==> config.mk <==
export PLATFORM = sky130hd
export DESIGN_NAME = wishbone_reg_bank
export DESIGN_NICKNAME = d
export VERILOG_FILES = /design/src/rtl/wishbone_reg_bank.sv
export SDC_FILE = /design/constraint.sdc
export NUM_CORES = 1
export LEC_CHECK = 0
export CORE_AREA = 2 2 329 331
export CTS_CLUSTER_DIAMETER = 30
export DETAILED_ROUTE_END_ITERATION = 10
export DIE_AREA = 0 0 331 333
export PLACE_DENSITY = 0.35
export SKIP_LAST_GASP = 1
export SLEW_MARGIN = 20
export SYNTH_ARGS = -nofsm -noshare
export SYNTH_HDL_FRONTEND = slang
export SYNTH_SLANG_ARGS = --single-unit
==> constraint.sdc <==
create_clock -name clk -period 14.05 [get_ports clk]
set_input_delay 2.81 -clock clk [delete_from_list [all_inputs] [get_ports clk]]
set_output_delay 2.81 -clock clk [all_outputs]
set_load 0.1 [all_outputs]
==> src/rtl/wishbone_reg_bank.sv <==
// Wishbone classic slave register bank. Each register is read/write control,
// read-only hardware status, or write-1-to-clear event. The bank gives a
// registered single-cycle ack, and an err for unmapped addresses and RO writes.
//
// state | meaning
// IDLE  | waiting for wbCycI & wbStbI; the access is performed on that edge
// RESP  | one cycle with wbAckO or wbErrO high, then back to IDLE
module wishbone_reg_bank #(
  parameter int                     ADDR_WIDTH = 24,
  parameter int                     DATA_WIDTH = 16,
  parameter logic [ADDR_WIDTH-1:0]  BASE_ADDR  = 24'hA00000,
  parameter int                     DEPTH      = 16,
  parameter logic [DEPTH-1:0]       RO_MASK    = '0,
  parameter logic [DEPTH-1:0]       W1C_MASK   = '0
) (
  input  logic                        clk,
  input  logic                        rst,
  input  logic [ADDR_WIDTH-1:0]       wbAdrI,
  input  logic [DATA_WIDTH-1:0]       wbDatI,
  output logic [DATA_WIDTH-1:0]       wbDatO,
  input  logic                        wbCycI,
  input  logic                        wbStbI,
  input  logic                        wbWeI,
  output logic                        wbAckO,
  output logic                        wbErrO,
  input  logic [DEPTH*DATA_WIDTH-1:0] hwStatusIn,
  input  logic [DEPTH*DATA_WIDTH-1:0] hwEventIn,
  output logic [DEPTH*DATA_WIDTH-1:0] regsOut,
  output logic [DEPTH-1:0]            writePulse
);

  localparam int IDX_W = (DEPTH > 1) ? $clog2(DEPTH) : 1;
  localparam logic [ADDR_WIDTH:0] DEPTH_A = (ADDR_WIDTH+1)'(DEPTH);

  localparam logic [0:0] IDLE = 1'b0;
  localparam logic [0:0] RESP = 1'b1;

  // RO wins over W1C when both are set
  localparam logic [DEPTH-1:0] W1C_EFF = W1C_MASK & ~RO_MASK;

  logic [0:0]            r_state;
  logic                  r_ack;
  logic                  r_err;
  logic [DATA_WIDTH-1:0] r_dat;
  logic [DEPTH-1:0]      r_wpulse;
  logic [DATA_WIDTH-1:0] r_regs [DEPTH];

  logic [ADDR_WIDTH-1:0] w_offset;
  logic [IDX_W-1:0]      w_idx;
  logic                  w_mapped;
  logic                  w_req;
  logic                  w_is_ro;
  logic                  w_ok;
  logic [DATA_WIDTH-1:0] w_rd_data;
  logic [DEPTH-1:0]      w_wr_dec;

  // The subtraction wraps, so the >= test keeps addresses below the base out of range
  assign w_offset = wbAdrI - BASE_ADDR;
  assign w_idx    = w_offset[IDX_W-1:0];
  assign w_mapped = (wbAdrI >= BASE_ADDR) && ({1'b0, w_offset} < DEPTH_A);
  assign w_req    = wbCycI & wbStbI & (r_state == IDLE);

  // Decode the access: register mode, read data and per-register write strobes
  always_comb begin
    w_is_ro   = 1'b0;
    w_rd_data = '0;
    w_wr_dec  = '0;
    if (w_mapped) begin
      w_is_ro = RO_MASK[w_idx];
      if (RO_MASK[w_idx])
        w_rd_data = hwStatusIn[w_idx*DATA_WIDTH +: DATA_WIDTH];
      else
        w_rd_data = r_regs[w_idx];
    end
    w_ok = w_mapped & ~(wbWeI & w_is_ro);
    if (w_req && wbWeI && w_ok)
      w_wr_dec[w_idx] = 1'b1;
  end

  // Bus-side FSM and registered response
  always_ff @(posedge clk or posedge rst) begin
    if (rst) begin
      r_state  <= IDLE;
      r_ack    <= 1'b0;
      r_err    <= 1'b0;
      r_dat    <= '0;
      r_wpulse <= '0;
    end else begin
      r_wpulse <= '0;
      case (r_state)
        IDLE: begin
          if (w_req) begin
            r_state  <= RESP;
            r_ack    <= w_ok;
            r_err    <= ~w_ok;
            r_dat    <= (w_ok && !wbWeI) ? w_rd_data : '0;
            r_wpulse <= w_wr_dec;
          end
        end
        default: begin
          r_state <= IDLE;
          r_ack   <= 1'b0;
          r_err   <= 1'b0;
        end
      endcase
    end
  end

  // Per-register storage: RO holds zero, W1C merges events with set-wins, RW stores writes
  for (genvar g = 0; g < DEPTH; g++) begin : g_reg
    always_ff @(posedge clk or posedge rst) begin
      if (rst) begin
        r_regs[g] <= '0;
      end else if (RO_MASK[g]) begin
        r_regs[g] <= '0;
      end else if (W1C_EFF[g]) begin
        r_regs[g] <= (r_regs[g] & ~(w_wr_dec[g] ? wbDatI : '0))
                   | hwEventIn[g*DATA_WIDTH +: DATA_WIDTH];
      end else if (w_wr_dec[g]) begin
        r_regs[g] <= wbDatI;
      end
    end
    assign regsOut[g*DATA_WIDTH +: DATA_WIDTH] = r_regs[g];
  end

  assign wbAckO     = r_ack;
  assign wbErrO     = r_err;
  assign wbDatO     = r_dat;
  assign writePulse = r_wpulse;

endmodule

**Word-level counts from Yosys, hierarchy flattened**

Memories as Yosys holds them, arrays and structs flattened.
Index checks and enable logic that the tools add are counted.
Widths: inputs -> output; s select.

- Flip-flop bits (word level): 291
- ROM bits: 16
- Input bits: 557
- Memories: 1

- Add/sub/neg operators: 1
- Order comparisons: 5
- Shift operators: 1
- Multiplexer cells: 19
- Bitwise gates (word level): 8
- Reductions and logical operators: 8

Memories:

| name | words | bits a word | read ports | clocked after memory_dff | write ports | line | source |
|---|---|---|---|---|---|---|---|
| (no name shown) | 16 | 1 | 1 | 0 | 0 | 70 | `if (RO_MASK[w_idx])` |

Operator list:

| cell | number |
|---|---|
| $shiftx 256x9->16 | 1 |
| $mux 16 | 8 |
| $bmux 16 s4 | 1 |
| $ge 24x24->1 const B | 1 |
| $lt 24x5->1 const B | 1 |
| $sub 24x24->24 const B | 1 |
| $mux 1 | 9 |
| $ge 5x5->1 const B | 1 |
| $logic_and 1x1->1 | 5 |
| $lt 4x5->1 const B | 1 |
| $not 4->5 | 1 |
| $and 1x1->1 | 4 |
| $demux 1 s4 | 1 |
| $ge 4x1->1 const B | 1 |
| $not 1->1 | 3 |
| $reduce_and 2->1 | 1 |
| $reduce_bool 2->1 | 1 |
| $logic_not 1->1 | 1 |

**Logic depth before layout (Yosys ltp)**

- Depth after elaboration: 11
- Gate-level depth with buffers: 8
- Depth with buffers taken out: 6

**Worst setup path before layout**

OpenSTA, ideal clock, no wires.

- Kind: input -> register
- Start: in wbAdrI[21]
- End: reg r_regs, in the netlist regsOut[214]
- Arrival time: 5.075 ns
- Required time: 13.924 ns
- Path slack: 8.849 ns
- Stages: 8
- Cells stage by stage: inv_1 -> ha_1 -> or4bb_1 -> nor4_4 -> and4_2 -> buf_4 -> buf_6 -> mux2_2

- Longest elaborated chain between the ends: 9

RTL lines:

| item | line | source |
|---|---|---|
| from (decl) | 18 | `input logic [ADDR_WIDTH-1:0] wbAdrI,` |
| $sub 24x24->24 | 58 | `assign w_offset = wbAdrI - BASE_ADDR;` |
| $lt 24x5->1 | 60 | `assign w_mapped = (wbAdrI >= BASE_ADDR) && ({1'b0, w_offset} < DEPTH_A);` |
| $logic_and 1x1->1 (*) | 60 |  |
| $mux 1 | 68 | `if (w_mapped) begin` |
| $and 1x1->1 | 75 | `w_ok = w_mapped & ~(wbWeI & w_is_ro);` |
| $not 1->1 | 75 |  |
| $and 1x1->1 (*) | 75 |  |
| $logic_and 1x1->1 (*) | 76 | `if (w_req && wbWeI && w_ok)` |
| $mux 16 (*) | 76 |  |
| to (signal, indexed assignment) | 117 | `r_regs[g] <= (r_regs[g] & ~(w_wr_dec[g] ? wbDatI : '0))` |
| to (signal, indexed assignment) | 120 | `r_regs[g] <= wbDatI;` |
| to (decl) | 46 | `logic [DATA_WIDTH-1:0] r_regs [DEPTH];` |

Every way passes the cells marked *; elsewhere a longest branch is shown, timed or not.
A chain may end at the register's enable or synchronous reset.

**Worst setup path in the final report**

- Start: in wbAdrI[21]
- End: reg r_regs, in the netlist regsOut[21]

Same word-level chain as after synthesis.

==> results.json <==
{
  "ctsHoldBuffers": 0,
  "fp.coreArea_um2": 107000,
  "swShare_pct": 22.7,
  "yosys.area.top_type": "dfrtp_1",
  "setup_tns_ps": 0,
  "post_cts_buffers": 0,
  "ys_seq_area_share_pct": 54.0,
  "power_frac_comb_pct": 2.8,
  "gr-usage-met2_pct": 16.6,
  "leakage_nw": 9.72,
  "wl_per_cell_um": 24.8,
  "top_level_ports": 847,
  "antenna_found_initial": 4,
  "hold_path_class": "reg -> reg",
  "hp-start": "r_state$_DFF_PP0_",
  "grt_max_degree": 128,
  "clkPwrFrac_pct": 70.2,
  "p_sw_uw": 711,
  "power.density_nw_per_um2": 145,
  "place_congestion": 0.757,
  "synth-simple-area-share_pct": 5.46,
  "clock_latency_ps": 640,
  "arrival_ps": 6410,
  "netlist-cell-type-count": 40,
  "avgSynthCellArea_um2": 16.0,
  "synth_top_family_by_area": "multiplexers",
  "grt_use_met1_pct": 15.8,
  "hpwl_um": 50500,
  "die_w_um": 331,
  "drt_iter0_drc": 480,
  "synthMuxAreaShare_pct": 34.6,
  "hold_violations": 0,
  "hold_path_depth": 1,
  "critPathLaunchType": "input port",
  "crit_fanout": 18,
  "worstMarginPinSlew_ps": 1180,
  "final_nets": 1772,
  "fin_crit_sh_pct": 42.2,
  "finalClockSkew_ps": 39.6,
  "syn_inst": 841,
  "ys_ff_latch": 291,
  "rr_worst_depth": 4,
  "syn2layout_area_growth_pct": 60.0,
  "vias_per_cell": 3.53,
  "cts_tree": "built",
  "rsz0062_at_grt": "no",
  "clockRootBuffer": "clkbuf_16",
  "worstPathRequired_ps": 14540,
  "die_area_um2": 110000,
  "fin_crit_ps": 5920,
  "clock_sinks": 291,
  "cap_violations": 0,
  "ant_nets": 0,
  "startpoint": "wbAdrI[21]",
  "htreeDepth": 3,
  "met3_usage_pct": 6.09,
  "synthAdderAreaFrac_pct": 0.0928,
  "syn_area_um2": 13500,
  "cts-buffers-inserted": 96,
  "grt_pass1_wl_um": 91400,
  "drive_gt1_share_pct": 42.4,
  "final_area_um2": 21600,
  "end_kind": "flop",
  "fp.dieH_um": 333,
  "start_util_pct": 12.7,
  "synth_compound_area_share_pct": 2.75,
  "num_vias": 9518,
  "status": "complete, no violations",
  "max_slew_margin_pct": 20.8,
  "final_util_pct": 20.2,
  "setup_viol_count_final": 0,
  "drv_slew": 0,
  "power_frac_seq_pct": 26.9,
  "drc": 0,
  "drtPass1Iterations": 4,
  "yosys_warnings": 0,
  "synth_area_leaders": "dfrtp_1, mux2_2, mux4_2, mux2_4, a22o_1",
  "place_area_um2": 18200,
  "wl_um": 67100,
  "grt-busiest-layer": "met2",
  "grt_pass1_vias": 10300,
  "worstReg2RegStart": "r_state$_DFF_PP0_",
  "final_common_cell": "clkdlybuf4s50_1",
  "rows": 120,
  "portBuffers": 334,
  "synth_nets": 1399,
  "path_class": "in -> reg",
  "vdd_drop_max_v": 0.0000791,
  "overflow": 0,
  "cts_resized": 0,
  "p_int_mw": 2.42,
  "clock_path_buffers": 3,
  "clk_pin_slew_worst_paths_ps": 40,
  "synth_top_area_share_pct": 54.0,
  "synthXorXnorAreaFrac_pct": 0.0649,
  "track_usage_pct": 12.1,
  "final_cell_mix": "clkdlybuf4s50_1, dfrtp_1, mux2_2",
  "fmax_mhz": 169
}
Yosys cell counts, drive strengths merged:
master / count
o21ai: 16
nor4: 2
xnor2: 1
nand2: 19
or3b: 1
buf: 29
nand2b: 2
and4: 1
nand3b: 2
nand4: 16
or4bb: 1
nor2b: 2
clkbuf: 37
dfrtp: 291
or2: 2
or4b: 1
nor2: 35
a22o: 32
inv: 4
nand3: 2
a21oi: 2
nor3: 16
mux4: 64
nand4b: 1
ha: 1
and2: 1
nor3b: 1
or4: 3
mux2: 256
metal layers:
layer	share of wire, %	vias to the layer above
li1	-	3952
met2	41	389
met4	3.7	2
met1	44	5078
met5	0.019	-
met3	11	97
layout make-up:
class                      count  area [um^2]
fill                       11400        85000
tap                         1403         1760
antenna                        4         10.0
sequential                   291         7280
clock buffer                 140         2840
inverter                       4         22.5
clock inverter                37          558
timing repair buffer         341         3320
multi-input combinational    480         5800
path summary, 6_finish.rpt:
| kind | to | slack, ps |
|---|---|---|
| max | regsOut[21]$_DFFE_PP0P_ | 8130 |
| min | wbAckO$_DFFE_PP0P_ | 470 |
| max reg2reg | regsOut[21]$_DFFE_PP0P_ | 10780 |
| min reg2reg | wbAckO$_DFFE_PP0P_ | 470 |
| max in group asynchronous | regsOut[134]$_DFFE_PP0P_ | 9400 |
| min in group asynchronous | regsOut[62]$_DFFE_PP0P_ | 2620 |
stage by stage:
step	worst slack, ps	std cells	hold slack (ps)	power [mW]
6_report	8130	2700	466	3.13
5_1_grt	7980	2697	495	3.24
4_1_cts	8070	2696	468	3.18
3_5_place_dp	7400	2519	449	0.947
3_3_place_gp	7480	2519	434	0.946
2_1_floorplan	3210	841	415	0.901
critical path, stage by stage:
cell	delay, ps
clkdlybuf4s50_1	480
inv_1	50
ha_1	260
or4bb_1	580
nor4_4	270
buf_4	420
nand4_2	900
mux2_2	600
power groups by stage:
stage	logic [mW]	registers, mW	clock network, mW
finish	0.0891	0.843	2.20
global route	0.0980	0.842	2.30
CTS	0.0930	0.843	2.25
global placement	0.0918	0.854	0
floorplan	0.0437	0.857	0
detailed placement	0.0930	0.854	0
registers in the layout, indices dropped and copies added (netlist names):
name / flops
wbErrO: 1
r_state: 1
wbAckO: 1
writePulse: 16
regsOut: 256
wbDatO: 16
cells by family after synthesis:
group,Yosys count
mux,320
flops,291
simple gates,108
buf+inv,70
compound gates,50
xor+xnor,1
fa+ha+maj,1
Power figures use the tool's default switching activity.
